==> config.mk <==
export PLATFORM = sky130hd
export DESIGN_NAME = seg_scan_driver_flat
export DESIGN_NICKNAME = d
export VERILOG_FILES = /design/src/rtl/seg_scan_driver_if.sv /design/src/rtl/seg_scan_driver.sv /design/src/flat_wrapper.sv
export SDC_FILE = /design/constraint.sdc
export NUM_CORES = 1
export LEC_CHECK = 0
export CORE_MARGIN = 2
export CORE_UTILIZATION = 45
export CTS_CLUSTER_DIAMETER = 30
export DETAILED_ROUTE_END_ITERATION = 8
export GPL_TIMING_DRIVEN = 0
export PLACE_DENSITY_LB_ADDON = 0.15
export RECOVER_POWER = 100
export REMOVE_ABC_BUFFERS = 1
export SYNTH_ARGS = -nofsm -noshare
export SYNTH_HDL_FRONTEND = slang
export SYNTH_SLANG_ARGS = --single-unit
==> constraint.sdc <==
create_clock -name CLK -period 2.7 [get_ports CLK]
set_clock_uncertainty 0.1 [all_clocks]
set_input_delay 0.54 -clock CLK [delete_from_list [all_inputs] [get_ports CLK]]
set_output_delay 0.54 -clock CLK [all_outputs]
set_load 0.01 [all_outputs]
==> src/rtl/seg_scan_driver_if.sv <==
// Pin-side bundle of the 4-digit segment scan driver: load port in, display pins out.
// LOAD is a single-cycle strobe with no ready: the driver takes VALUE/DP_IN on every cycle LOAD is high.
interface seg_scan_driver_if;
    logic        LOAD;
    logic [15:0] VALUE;
    logic [3:0]  DP_IN;
    logic        LZ_EN;
    logic [6:0]  SEG;
    logic        DP;
    logic [3:0]  DIG;
    logic        PENDING;
    logic        FRAME;

    modport master (
        output LOAD, VALUE, DP_IN, LZ_EN,
        input  SEG, DP, DIG, PENDING, FRAME
    );

    modport slave (
        input  LOAD, VALUE, DP_IN, LZ_EN,
        output SEG, DP, DIG, PENDING, FRAME
    );
endinterface

==> src/rtl/seg_scan_driver.sv <==
// Time-multiplexed 4-digit 7-segment driver with guard blanking, leading-zero
// suppression and frame-synchronous value update. All outputs are registered.
module seg_scan_driver #(
    parameter int DIV            = 50000,
    parameter int GUARD          = 4,
    parameter bit SEG_ACTIVE_LOW = 1'b1
) (
    input  logic             CLK,
    input  logic             RST,
    seg_scan_driver_if.slave bus
);
    localparam int          CW      = (DIV > 1) ? $clog2(DIV) : 1;
    localparam logic [6:0]  SEG_OFF = SEG_ACTIVE_LOW ? 7'h7F : 7'h00;
    localparam logic        DP_OFF  = SEG_ACTIVE_LOW;

    logic [CW-1:0] r_cnt;
    logic [1:0]    r_idx;
    logic [19:0]   r_shadow;
    logic [19:0]   r_active;
    logic          r_pending;
    logic          r_shown;
    logic [3:0]    r_dig;
    logic [6:0]    r_seg;
    logic          r_dp;
    logic          r_frame;

    logic          w_slot_end;
    logic          w_frame_end;
    logic          w_in_guard;
    logic [3:0]    w_nib;
    logic          w_dp_lit;
    logic          w_zero_above;
    logic          w_blank;
    logic [6:0]    w_glyph;
    logic          w_dp_on;
    logic [6:0]    w_seg;
    logic          w_dp;

    // Active-high segment pattern {g,f,e,d,c,b,a}; b and d are lowercase shapes.
    function automatic logic [6:0] f_glyph(input logic [3:0] nib);
        case (nib)
            4'h0:    f_glyph = 7'h3F;
            4'h1:    f_glyph = 7'h06;
            4'h2:    f_glyph = 7'h5B;
            4'h3:    f_glyph = 7'h4F;
            4'h4:    f_glyph = 7'h66;
            4'h5:    f_glyph = 7'h6D;
            4'h6:    f_glyph = 7'h7D;
            4'h7:    f_glyph = 7'h07;
            4'h8:    f_glyph = 7'h7F;
            4'h9:    f_glyph = 7'h6F;
            4'hA:    f_glyph = 7'h77;
            4'hB:    f_glyph = 7'h7C;
            4'hC:    f_glyph = 7'h39;
            4'hD:    f_glyph = 7'h5E;
            4'hE:    f_glyph = 7'h79;
            default: f_glyph = 7'h71;
        endcase
    endfunction

    assign w_slot_end  = (r_cnt == CW'(DIV - 1));
    assign w_frame_end = w_slot_end && (r_idx == 2'd3);
    assign w_in_guard  = (int'(r_cnt) < GUARD);

    // Digit selection and suppression; nothing is lit until the first value lands in active.
    always_comb begin
        w_nib        = r_active[3:0];
        w_dp_lit     = r_active[16];
        w_zero_above = 1'b0;
        case (r_idx)
            2'd0: begin
                w_nib        = r_active[3:0];
                w_dp_lit     = r_active[16];
                w_zero_above = 1'b0;
            end
            2'd1: begin
                w_nib        = r_active[7:4];
                w_dp_lit     = r_active[17];
                w_zero_above = (r_active[15:4] == 12'h000);
            end
            2'd2: begin
                w_nib        = r_active[11:8];
                w_dp_lit     = r_active[18];
                w_zero_above = (r_active[15:8] == 8'h00);
            end
            default: begin
                w_nib        = r_active[15:12];
                w_dp_lit     = r_active[19];
                w_zero_above = (r_active[15:12] == 4'h0);
            end
        endcase
        w_blank = !r_shown || (bus.LZ_EN && w_zero_above);
        w_glyph = w_blank ? 7'h00 : f_glyph(w_nib);
        w_dp_on = r_shown && w_dp_lit;
    end

    assign w_seg = SEG_ACTIVE_LOW ? ~w_glyph : w_glyph;
    assign w_dp  = SEG_ACTIVE_LOW ? ~w_dp_on : w_dp_on;

    always_ff @(posedge CLK or posedge RST) begin
        if (RST) begin
            r_cnt     <= '0;
            r_idx     <= 2'd0;
            r_shadow  <= '0;
            r_active  <= '0;
            r_pending <= 1'b0;
            r_shown   <= 1'b0;
            r_dig     <= 4'b0000;
            r_seg     <= SEG_OFF;
            r_dp      <= DP_OFF;
            r_frame   <= 1'b0;
        end else begin
            if (w_slot_end) begin
                r_cnt <= '0;
                r_idx <= r_idx + 2'd1;
            end else begin
                r_cnt <= r_cnt + 1'b1;
            end

            r_frame <= w_frame_end;

            if (w_in_guard) begin
                r_dig <= 4'b0000;
                r_seg <= SEG_OFF;
                r_dp  <= DP_OFF;
            end else begin
                r_dig <= 4'b0001 << r_idx;
                r_seg <= w_seg;
                r_dp  <= w_dp;
            end

            // A LOAD on the frame-end cycle stays pending: active takes the older shadow.
            if (bus.LOAD)
                r_shadow <= {bus.DP_IN, bus.VALUE};
            if (w_frame_end && r_pending) begin
                r_active <= r_shadow;
                r_shown  <= 1'b1;
            end
            if (bus.LOAD)
                r_pending <= 1'b1;
            else if (w_frame_end)
                r_pending <= 1'b0;
        end
    end

    assign bus.DIG     = r_dig;
    assign bus.SEG     = r_seg;
    assign bus.DP      = r_dp;
    assign bus.PENDING = r_pending;
    assign bus.FRAME   = r_frame;
endmodule
==> src/flat_wrapper.sv <==
// flat-port wrapper written by rule: the top's interface ports become plain ports
module seg_scan_driver_flat 
#(
    parameter int DIV            = 50000,
    parameter int GUARD          = 4,
    parameter bit SEG_ACTIVE_LOW = 1'b1
)
  (CLK, RST, bus_LOAD, bus_VALUE, bus_DP_IN, bus_LZ_EN, bus_SEG, bus_DP, bus_DIG, bus_PENDING, bus_FRAME);
  seg_scan_driver_if bus_i ();
  input  logic CLK;
  input  logic RST;
  input wire logic [$bits(bus_i.LOAD)-1:0] bus_LOAD;
  input wire logic [$bits(bus_i.VALUE)-1:0] bus_VALUE;
  input wire logic [$bits(bus_i.DP_IN)-1:0] bus_DP_IN;
  input wire logic [$bits(bus_i.LZ_EN)-1:0] bus_LZ_EN;
  output wire logic [$bits(bus_i.SEG)-1:0] bus_SEG;
  output wire logic [$bits(bus_i.DP)-1:0] bus_DP;
  output wire logic [$bits(bus_i.DIG)-1:0] bus_DIG;
  output wire logic [$bits(bus_i.PENDING)-1:0] bus_PENDING;
  output wire logic [$bits(bus_i.FRAME)-1:0] bus_FRAME;
  assign bus_i.LOAD = bus_LOAD;
  assign bus_i.VALUE = bus_VALUE;
  assign bus_i.DP_IN = bus_DP_IN;
  assign bus_i.LZ_EN = bus_LZ_EN;
  assign bus_SEG = bus_i.SEG;
  assign bus_DP = bus_i.DP;
  assign bus_DIG = bus_i.DIG;
  assign bus_PENDING = bus_i.PENDING;
  assign bus_FRAME = bus_i.FRAME;
  seg_scan_driver #(.DIV(DIV), .GUARD(GUARD), .SEG_ACTIVE_LOW(SEG_ACTIVE_LOW)) u_core (.CLK(CLK), .RST(RST), .bus(bus_i));
endmodule
* Word-level counts from Yosys, hierarchy flattened
Memory sizes are Yosys's and may differ from the RTL's.
Cells that the tools add are included.
** Cells by class
- Shifts and indexed selects :: 1
- Muxes and demuxes :: 10
- Equal/unequal tests :: 4
- Bitwise logic cells :: 2
- Add/sub/neg operators :: 2
- $lt $le $gt $ge :: 1
- Reduce and logical (&&, ||, !) cells :: 11
** Operators by type and width (number)
- $add 16x1->16 const B :: 1
- $eq 16x16->1 const B :: 1
- $lt 16x3->1 const B :: 1
- $mux 16 :: 1
- $mux 7 :: 2
- $logic_not 12->1 :: 1
- $pmux 4 s3 :: 1
- $logic_not 8->1 :: 1
- $not 7->7 :: 1
- $pmux 1 s3 :: 2
- $eq 2x2->1 const B :: 2
- $logic_and 1x1->1 :: 4
- $logic_not 4->1 :: 1
- $mux 4 :: 1
- $shl 1x2->4 const A :: 1
- $mux 1 :: 3
- $add 2x1->2 const B :: 1
- $eq 2x1->1 const B :: 1
- $logic_not 2->1 :: 1
- $reduce_bool 2->1 :: 1
- $logic_not 1->1 :: 1
- $logic_or 1x1->1 :: 1
- $not 1->1 :: 1
** Storage, ports and cells
- Register bits after elaboration :: 73
- Logic and storage cells :: 42
- Memories kept :: 1
- ROM bits :: 112
** Memory list
- (name not given) :: words 16, width 7, read ports 1, clocked after memory_dff 0, write ports 0, line seg_scan_driver.sv:41 : case (nib)

* Depth between registers and ports, before layout
- Depth after elaboration :: 7
- Depth in mapped cells :: 9

* Worst setup path before layout
OpenSTA, ideal clock, no wires.
- Path kind :: flip-flop to flip-flop
- Start point :: reg u_core.r_idx[0]
- End point :: reg u_core.r_seg[3], in the netlist u_core.bus.SEG[3]
- Clock period less this slack :: 2.294 ns
- Stages on the path, launching flop included :: 9
- Library setup time :: 0.091 ns
- Buffers on the path :: 1
- Path slack :: 0.406 ns
- Arrival time :: 2.103 ns
- Data required time :: 2.509 ns
- Cells stage by stage :: dfrtp_1 -> ha_1 -> clkbuf_1 -> mux2i_1 -> inv_1 -> ha_1 -> a21o_1 -> a21oi_1 -> o21ai_0
** Between the ends
- Word-level cells in the longest chain between the ends :: 7
** RTL lines
- start, declared :: line seg_scan_driver.sv:17 : logic [1:0] r_idx;
- start signal, assigned :: line seg_scan_driver.sv:115 : r_idx <= r_idx + 2'd1;
- branches (longest 4 deep; another with $mem_v2 16x7)
- $mux 7 * :: line seg_scan_driver.sv:93 : w_glyph = w_blank ? 7'h00 : f_glyph(w_nib);
- $not 7->7 * :: line seg_scan_driver.sv:97 : assign w_seg = SEG_ACTIVE_LOW ? ~w_glyph : w_glyph;
- $mux 7 * :: line seg_scan_driver.sv:122 : if (w_in_guard) begin
- end signal, assigned :: line seg_scan_driver.sv:128 : r_seg <= w_seg;
- end, declared :: line seg_scan_driver.sv:23 : logic [6:0] r_seg;
Mark *: on every way between the ends.
A chain may end at the register's enable or synchronous reset.

* Worst setup path after layout
- Start point :: reg u_core.r_idx[0]
- End point :: reg u_core.r_seg[0], in the netlist u_core.bus.SEG[0]
Same word-level chain as after synthesis.

==> impl_metrics.ini <==
[synthesis]
yosys-top-cells-count = dfrtp_1, mux2_2, mux2_4
synth.distinct_cells = 35
synth.cell_area_um2 = 3330
ys_ff_latch = 73
synth_top_area_share_pct = 48.8
ys.flop_type = dfrtp_1
synth_most_common_cell = dfrtp_1
async_reset_ff_share_pct = 100
yosys.area.top_type = dfrtp_1
ys_seq_area_share_pct = 55.1
synthCells = 255
synth_edf_count = 0
synth_area_leaders = dfrtp_1, mux2_4, mux2_2
ys.warnings.count = 0
synth.avg_cell_area_um2 = 13.1

[placed_design]
io_buffers = 37
placed_area_um2 = 3790
place_hpwl_um = 3850
gp_congestion = 0.767
pre_cts_slack_ps = -464

[cts]
cts_num_sinks = 73
ctsHoldBuffers = 0
clk_latency_ps = 340
clk_pin_slew_ps = 70
htreeDepth = 3
clockRootBuffer = clkbuf_8
numCtsBuffers = 9
max-clock-path-buffers = 2
cts_tree = done

[cells_and_area]
drive_gt1_share_pct = 16.9
antenna_cells = 0
design_area_um2 = 3940
syn_to_final_growth_pct = 18.2
final_nets = 333

[pwr]
power_mw = 2.14
irDropWorstVdd_uv = 291
p_leak_nw = 1.74
powerDensity_nw_per_um2 = 543

[detailed_routing]
first_pass_iters = 6
drcViolationCount = 0
avgRoutedWirePerCell_um = 14.0
antenna_left = 0
finalWirelength_um = 5600
vias = 2014
avgViaCountPerCell = 5.04
drtIter0Drc = 122

[worst_setup_path]
setup.worst_path.start_class = flop
critPathKind = reg2reg
critical_path.max_fanout = 7
worstPathArrival_ps = 2630
cp-end-kind = flop
cp.required_ps = 2860

[sta]
slew_violations = 0
maxSlewHeadroom_pct = 3.80
setup_viol = 0
fin_ws_ps = 231
clock.fmax_ghz = 0.405
rsz0062_at_grt = no
tns_ps = 0
holdWs_ps = 353
fin_crit_ps = 2470
hold_viol = 0
tightest_slew_ps = 1440
final.period_utilization_pct = 91.4

[global_routing]
grt_pass1_wl_um = 9490
globalRouteOverflowTotal = 0
track_usage_pct = 14.8
grt_max_degree = 74
grt_antenna_before_repair = 0
first_global_vias = 1939

[flow_run]
drv_cap = 0

[floorplan]
start_util_pct = 46.2
die_x_um = 90.1
die-area_um2 = 8110
die-height_um = 90.1
num_rows = 31
io_pins = 38
core-area_um2 = 7210

[run_status]
status = finished, final reports clean

[worst_hold_path]
hold_class = reg2reg
flip-flops by register name, summed over array words and instances, names as in the netlist:
register            count
u_core.bus.SEG          7
u_core.bus.DIG          4
u_core.bus.PENDING      1
u_core.r_idx            2
u_core.r_shown          1
u_core.r_cnt           16
u_core.bus.FRAME        1
u_core.bus.DP           1
u_core.r_active        20
u_core.r_shadow        20
metal layers:
metal / up-vias / global-route usage, % / share of wire (%)
li1: 991 / - / -
met4: 0 / 8.33 / 1.8
met2: 42 / 22.6 / 46
met5: - / 0 / 0
met3: 7 / 2.85 / 3.3
met1: 974 / 20.0 / 49
critical path, cell delays in order (launching register included):
cell and delay (ps):
dfrtp_1 410, inv_1 100, ha_1 290, a222oi_1 470
mux2i_2 190, ha_1 280, or3_1 370, o21ai_0 70
o21ai_0 100
cell usage in the layout, fill, tap and decap left out, types with 2 or more instances in the layout:
cell type / instances
dfrtp_1: 65
clkbuf_8: 9
dlygate4sd3_1: 16
nand2_1: 12
nand3_1: 6
o21ai_0: 5
xnor2_1: 9
a222oi_1: 5
o211ai_1: 3
nor2_1: 14
mux2_1: 19
nand2b_1: 2
nor3_1: 4
a21o_1: 2
mux2i_1: 4
mux2_2: 23
and3_1: 3
and2_0: 4
dfstp_2: 8
a21oi_1: 4
nand4_1: 4
mux2i_2: 2
nor2b_1: 2
clkdlybuf4s50_1: 21
nor4_1: 6
bufinv_16: 2
clkbuf_1: 2
o221ai_1: 3
inv_1: 11
ha_1: 12
xor2_1: 6
logic make-up (layout without fill, tap and decap cells):
kind of cell,after synthesis,in the layout,share of synthesized area (%)
simple gates,62,62,10.1
flops,73,73,55.1
compound gates,25,25,5.52
fa+ha+maj,12,12,4.50
buf+inv,20,66,2.70
xor+xnor,15,15,3.94
mux,48,48,18.1
worst paths after layout:
| check | startpoint | end | depth (start not counted) | slack, ps |
|---|---|---|---|---|
| setup / recovery | u_core.r_idx[0] | u_core.bus.SEG[0] | 8 | 230 |
| hold / removal | u_core.r_shown | u_core.bus.DP | 1 | 350 |
| setup reg to reg | u_core.r_idx[0] | u_core.bus.SEG[0] | 8 | 230 |
| hold reg to reg | u_core.r_shown | u_core.bus.DP | 1 | 350 |
| max in group asynchronous | RST | u_core.r_shadow[8] | 2 | 660 |
| min in group asynchronous | RST | u_core.r_active[14] | 2 | 980 |
layout make-up:
| type | instances | area (um2) |
|---|---|---|
| clock buffer | 10 | 128 |
| clock inverter | 5 | 81.3 |
| sequential | 73 | 1840 |
| tap | 99 | 124 |
| inverter | 12 | 45.0 |
| timing repair buffer | 39 | 382 |
| multi-input combinational | 162 | 1350 |
| fill | 659 | 3270 |
metrics by stage:
| stage | std cells | util (%) |
|---|---|---|
| detailed placement | 383 | 52.5 |
| CTS | 399 | 55.6 |
| floorplan | 247 | - |
| global route | 400 | 54.6 |
| finish | 400 | 54.6 |
| global placement | 383 | 52.4 |
what timing repair did:
| action | in CTS | in global routing |
|---|---|---|
| resized for setup | 1 | 2 |
| pin swaps | 1 | 0 |
| cloned | 0 | 0 |
| setup endpoints to repair | 21 | 2 |
| setup buffers | 1 | 1 |
power breakdown:
| group | switching [mW] | internal (mW) | total, mW |
|---|---|---|---|
| Clock | 0.397 | 0.516 | 0.912 |
| Combinational | 0.0349 | 0.0551 | 0.0900 |
| Sequential | 0.0137 | 1.12 | 1.14 |
| Total | 0.445 | 1.69 | 2.14 |
Power figures use the tool's default switching activity.
==> edit 1 (config.mk and constraints unchanged) <==
`DIV` is set to 50000 in 2 places; all go to 25000.
--- a/src/rtl/seg_scan_driver.sv
+++ b/src/rtl/seg_scan_driver.sv
@@ -2,5 +2,5 @@
 // suppression and frame-synchronous value update. All outputs are registered.
 module seg_scan_driver #(
-    parameter int DIV            = 50000,
+    parameter int DIV            = 25000,
     parameter int GUARD          = 4,
     parameter bit SEG_ACTIVE_LOW = 1'b1
--- a/src/flat_wrapper.sv
+++ b/src/flat_wrapper.sv
@@ -2,5 +2,5 @@
 module seg_scan_driver_flat 
 #(
-    parameter int DIV            = 50000,
+    parameter int DIV            = 25000,
     parameter int GUARD          = 4,
     parameter bit SEG_ACTIVE_LOW = 1'b1
Formal check against the unedited RTL: no difference found for any inputs over 10 cycles, from zero or initial values and one cycle with RST high; that may be too few to reach the edited logic, so the function may still have changed.
==> edit 1 against the unedited design <==
Final cell count decreased by 1.5%. Fmax decreased by 0.52%. Wire length decreased by 1.9%. Sequential cell count decreased by 1. Setup slack got worse by 0.013 ns. Die area decreased by 2.1%. Area after synthesis decreased by 2.2%. Cell area decreased by 0.76%. Total power decreased by 8.0%. Critical path type unchanged. Largest power group unchanged.
==> edit 1: results (changes against the unedited design) <==
metric;value;unit;change
Pleak;1.76;nW;was 1.74 nW
fin nets;327;;was 333
gpl congestion;0.776;;was 0.767
HP Class;reg -> reg;;unchanged
synth cell count leaders;dfrtp_1 (64), mux2_2 (23), mux2_4 (19);;was dfrtp_1 (65), mux2_2 (23), mux2_4 (19)
synth unique cells;36;;was 35
mux cell area share after synthesis;18.5;%;was 18.1%
status;complete, no violations;;unchanged
CTS max path bufs;2;;unchanged
R2R Path Start;u_core.r_idx[0];;unchanged
port bufs;37;;unchanged
router iterations before antenna repair;5;;was 6
first-pass GRT wire length;9270;µm;was 9490 µm
Largest regs;u_core.r_active (20), u_core.r_shadow (20), u_core.r_cnt (15);;was u_core.r_active (20), u_core.r_shadow (20), u_core.r_cnt (16)
XOR/XNOR Fraction of Synth Area;3.76;%;was 3.94%
Synth area leaders;dfrtp_1 (49%), mux2_4 (8.7%), mux2_2 (7.9%);;was dfrtp_1 (49%), mux2_4 (8.6%), mux2_2 (7.8%)
Mean Syn Cell Area;13.3;µm²;was 13.1 µm²
largest net degree at the start of global routing;73;;was 74
DP Wirelength;3740;µm;was 3850 µm
post-synthesis adder-cell area fraction;4.60;%;was 4.50%
register area share after synthesis;55.6;%;was 55.1%
endpoints failing setup;0;;unchanged
# fillers;647;;was 659
Synth Area in Compound Gates;5.64;%;was 5.52%
Placed Cells;374;;was 383
Endpoint, Worst Hold;u_core.bus.DP;;unchanged
Worst VDD drop;0.284;mV;was 0.291 mV
reg-to-reg endpoint;u_core.bus.SEG[0];;unchanged
proportion of layout cells with a drive suffix above 1;24.1;%;was 16.9%
Worst-Skew Late Latency;0.33;ns;
hold_ws;0.355;ns;was 0.353 ns
Post-synth top flop;dfrtp_1;;unchanged
Least-Margin Pin Slew;1.45;ns;was 1.44 ns
GRT Resource Usage Total;15.4;%;was 14.8%
kind of start point of the critical path;flop;;unchanged
initial antenna violation count;0;;unchanged
worst hold path depth;1;;unchanged
post-route insts no fill;394;;was 400
Via density;5.10;;was 5.04
vias in the first global route;1997;;was 1,939
Wirelength per Cell;13.9;µm;was 14.0 µm
initial DRC count;72;;was 122
==> edit 1: cell count changes in the layout (fill, tap and decap cells not counted), moves of 3 or more <==
cell,unedited run,this run
and2_0,4,1
mux2_1,19,0
nand4_1,4,1
nand3_1,6,10
xnor2_1,9,6
mux2_4,0,19
==> edit 1: layout make-up <==
cell class | instances | area (µm²) | area share, %
repair buffers | 42 | 404 | 10.3
multi-input cells | 155 | 1360 | 34.7
clock inverters | 3 | 17.5 | 0.448
well taps | 99 | 124 | 3.17
clock buffers | 12 | 155 | 3.97
inverters | 11 | 41.3 | 1.06
flip-flops and latches | 72 | 1810 | 46.3
==> edit 1: through the flow <==
step / power [mW] / setup WS (ns) / TNS, ns / instance area, µm²
after CTS: 2.00 / 0.000568 / 0 / 3890
after detailed placement: 1.24 / -0.449 / -9.04 / 3710
after global routing: 2.06 / -0.0204 / -0.0204 / 3910
final: 1.97 / 0.219 / 0 / 3910
after floorplan: 1.19 / 0.104 / 0 / 3220
after global placement: 1.24 / -0.945 / -70.55 / 3710
==> edit 1: cells by family after synthesis <==
group	count (synthesis)
AOI/OAI and AO/OA	25
muxes	48
and+or+nand+nor	56
adders and majority gates	12
DFF	72
xor gates and xnor gates	14
buffers and inverters	18
==> edit 1: worst max path at each step <==
stage                              end  cells past startpoint  slack [ns]
global route         u_core.bus.SEG[3]                      9       -0.02
floorplan           u_core.r_active[0]                      5        0.10
CTS                 u_core.r_active[8]                      5      0.0006
global placement    u_core.r_shadow[7]                      2       -0.94
detailed placement  u_core.r_active[2]                      5       -0.45
finish               u_core.bus.SEG[0]                      8        0.22
==> edit 1: repair_timing <==
item	4_1_cts	5_1_grt
setup buffers	0	5
resized for setup	1	1
pin swaps	1	2
endpoints found under the setup margin	21	22
hold endpoints to repair	0	0
==> edit 1: worst max-delay path, stage by stage (launching register included) <==
cell      delay (ns)
dfrtp_1         0.41
inv_1           0.10
ha_1            0.28
a222oi_1        0.37
mux2i_1         0.29
ha_1            0.32
or3_1           0.36
o21ai_0         0.07
o21ai_0         0.10
==> edit 1: power breakdown <==
part / leakage [nW] / internal [mW] / total [mW] / switching [mW]
Combinational: 0.761 / 0.0556 / 0.0905 / 0.0349
Sequential: 0.908 / 1.11 / 1.12 / 0.0150
Clock: 0.0882 / 0.376 / 0.755 / 0.378
Total: 1.76 / 1.54 / 1.97 / 0.428
==> edit 1: per-layer routing <==
metal / wire [µm] / track usage, %
met5: 0 / 0
met4: 49 / 7.33
met3: 224 / 3.32
met2: 2630 / 24.4
met1: 2590 / 20.2
==> edit 2 (same settings) <==
Made on the original files. Reset style: synchronous (`RST`), changed in one clocked block.
--- a/src/rtl/seg_scan_driver.sv
+++ b/src/rtl/seg_scan_driver.sv
@@ -98,5 +98,5 @@
     assign w_dp  = SEG_ACTIVE_LOW ? ~w_dp_on : w_dp_on;
 
-    always_ff @(posedge CLK or posedge RST) begin
+    always_ff @(posedge CLK) begin
         if (RST) begin
             r_cnt     <= '0;
Check against the original RTL: differs if RST is asserted again (counterexample within 4 cycles, from zero or initial values and one cycle with RST high); with RST held inactive, the same outputs for 10 cycles.
==> edit 2 against the unedited design <==
Wire length is 2.1% higher. Area after synthesis is 9.3% lower. Setup slack got worse by 0.030 ns. Cell area fell by 5.9%. Sequential cell count unchanged. Fmax shrank 1.2%. Total power rose by 5.6%.
==> edit 2: results (changes against the unedited design) <==
metric;value;unit;change
asr flop ratio synth;0;%;was 100%
Combinational Power;95.9;µW;was 90.0 µW
gpl congestion;0.854;;was 0.767
CP Launch Point;u_core.r_idx[0];;unchanged
# fillers;584;;was 659
endpoints failing setup;0;;unchanged
fin nets;386;;was 333
Worst VDD drop;0.543;mV;was 0.291 mV
CTS HTree Levels;3;;unchanged
Rel. slew slack;18.0;%;was 3.80%
DP Wirelength;3910;µm;was 3850 µm
Wirelength per Cell;13.2;µm;was 14.0 µm
Root Buffer;clkbuf_8;;unchanged
Flop pwr share;49.3;%;was 53.2%
synth unique cells;41;;was 35
HP Start;u_core.r_shown;;unchanged
vias in the first global route;2130;;was 1,939
Crit Path Max Fanout;9;;was 7
Critical Path Max Stage Delay;0.42;ns;was 0.47 ns
initial DRC count;71;;was 122
GRT Resource Usage Total;16.2;%;was 14.8%
Worst R2R Setup Slack;0.20;ns;was 0.23 ns
Slowest-stage cell, CP;dfxtp_1;;was a222oi_1
Pleak;1.57;nW;was 1.74 nW
Worst-Skew Late Latency;0.35;ns;
combinational power share;4.2;%;about the same
largest net degree at the start of global routing;49;;was 74
synth cell count leaders;dfxtp_1 (73), nor2_1 (69), mux2i_1 (44);;was dfrtp_1 (65), mux2_2 (23), mux2_4 (19)
router iterations before antenna repair;4;;was 6
Via density;5.21;;was 5.04
proportion of layout cells with a drive suffix above 1;7.82;%;was 16.9%
Switching Fraction;21.3;%;was 20.8%
status;complete, no violations;;unchanged
Largest regs;u_core.r_active (20), u_core.r_shadow (20), u_core.r_cnt (16);;unchanged
crit path DAT;2.67;ns;was 2.63 ns
Synth area leaders;dfxtp_1 (48%), mux2i_1 (15%), nor2_1 (8.6%);;was dfrtp_1 (49%), mux2_4 (8.6%), mux2_2 (7.8%)
register area share after synthesis;48.3;%;was 55.1%
edit 2: routing by layer:
layer	global-route usage (%)	part of all wire (%)
met4	5.34	1.5
met5	0	0
met1	20.0	47
met3	6.06	4.1
met2	26.0	47
edit 2: path summary, 6_finish.rpt:
path	to	cells past startpoint
setup reg to reg	u_core.bus.SEG[3]	9
setup / recovery	u_core.bus.SEG[3]	9
hold / removal	u_core.bus.DP	1
hold reg to reg	u_core.bus.DP	1
edit 2: per-stage QoR:
stage	TNS [ns]	instances	area, µm²	setup WS (ns)	hold slack (ns)
5_1_grt	0	435	3710	0.0392	0.333
3_5_place_dp	0	414	3440	0.148	0.295
6_report	0	435	3710	0.202	0.312
4_1_cts	0	430	3680	0.110	0.311
3_3_place_gp	-20.52	413	3430	-0.966	0.294
2_1_floorplan	0	299	2960	0.273	0.281
edit 2: cells by family (layout without fill, tap and decap cells):
group,Yosys count,count (layout),synth area share (%)
compound gates,26,26,6.74
flops,73,73,48.3
simple gates,116,116,17.0
buf+inv,24,71,3.68
mux,48,48,16.3
xor+xnor,15,15,4.34
fa+ha+maj,9,9,3.72
edit 2: timing repair:
action	CTS	global route
endpoints found under the setup margin	0	12
setup buffers	0	5
resized for setup	0	2
edit 2: cell type report:
type | count | area share, %
timing repair buffer | 43 | 10.8
sequential | 73 | 39.5
clock buffer | 9 | 3.34
multi-input combinational | 214 | 39.3
inverter | 12 | 1.21
tap | 77 | 2.60
clock inverter | 7 | 3.37
edit 2: critical path, delay by kind of cell (launching register included):
kind	cells	cell delay, ns
adders and majority gates	2	0.52
DFF	1	0.42
and+or+nand+nor	1	0.18
AOI/OAI and AO/OA	3	0.69
muxes	1	0.28
buffers and inverters	2	0.23
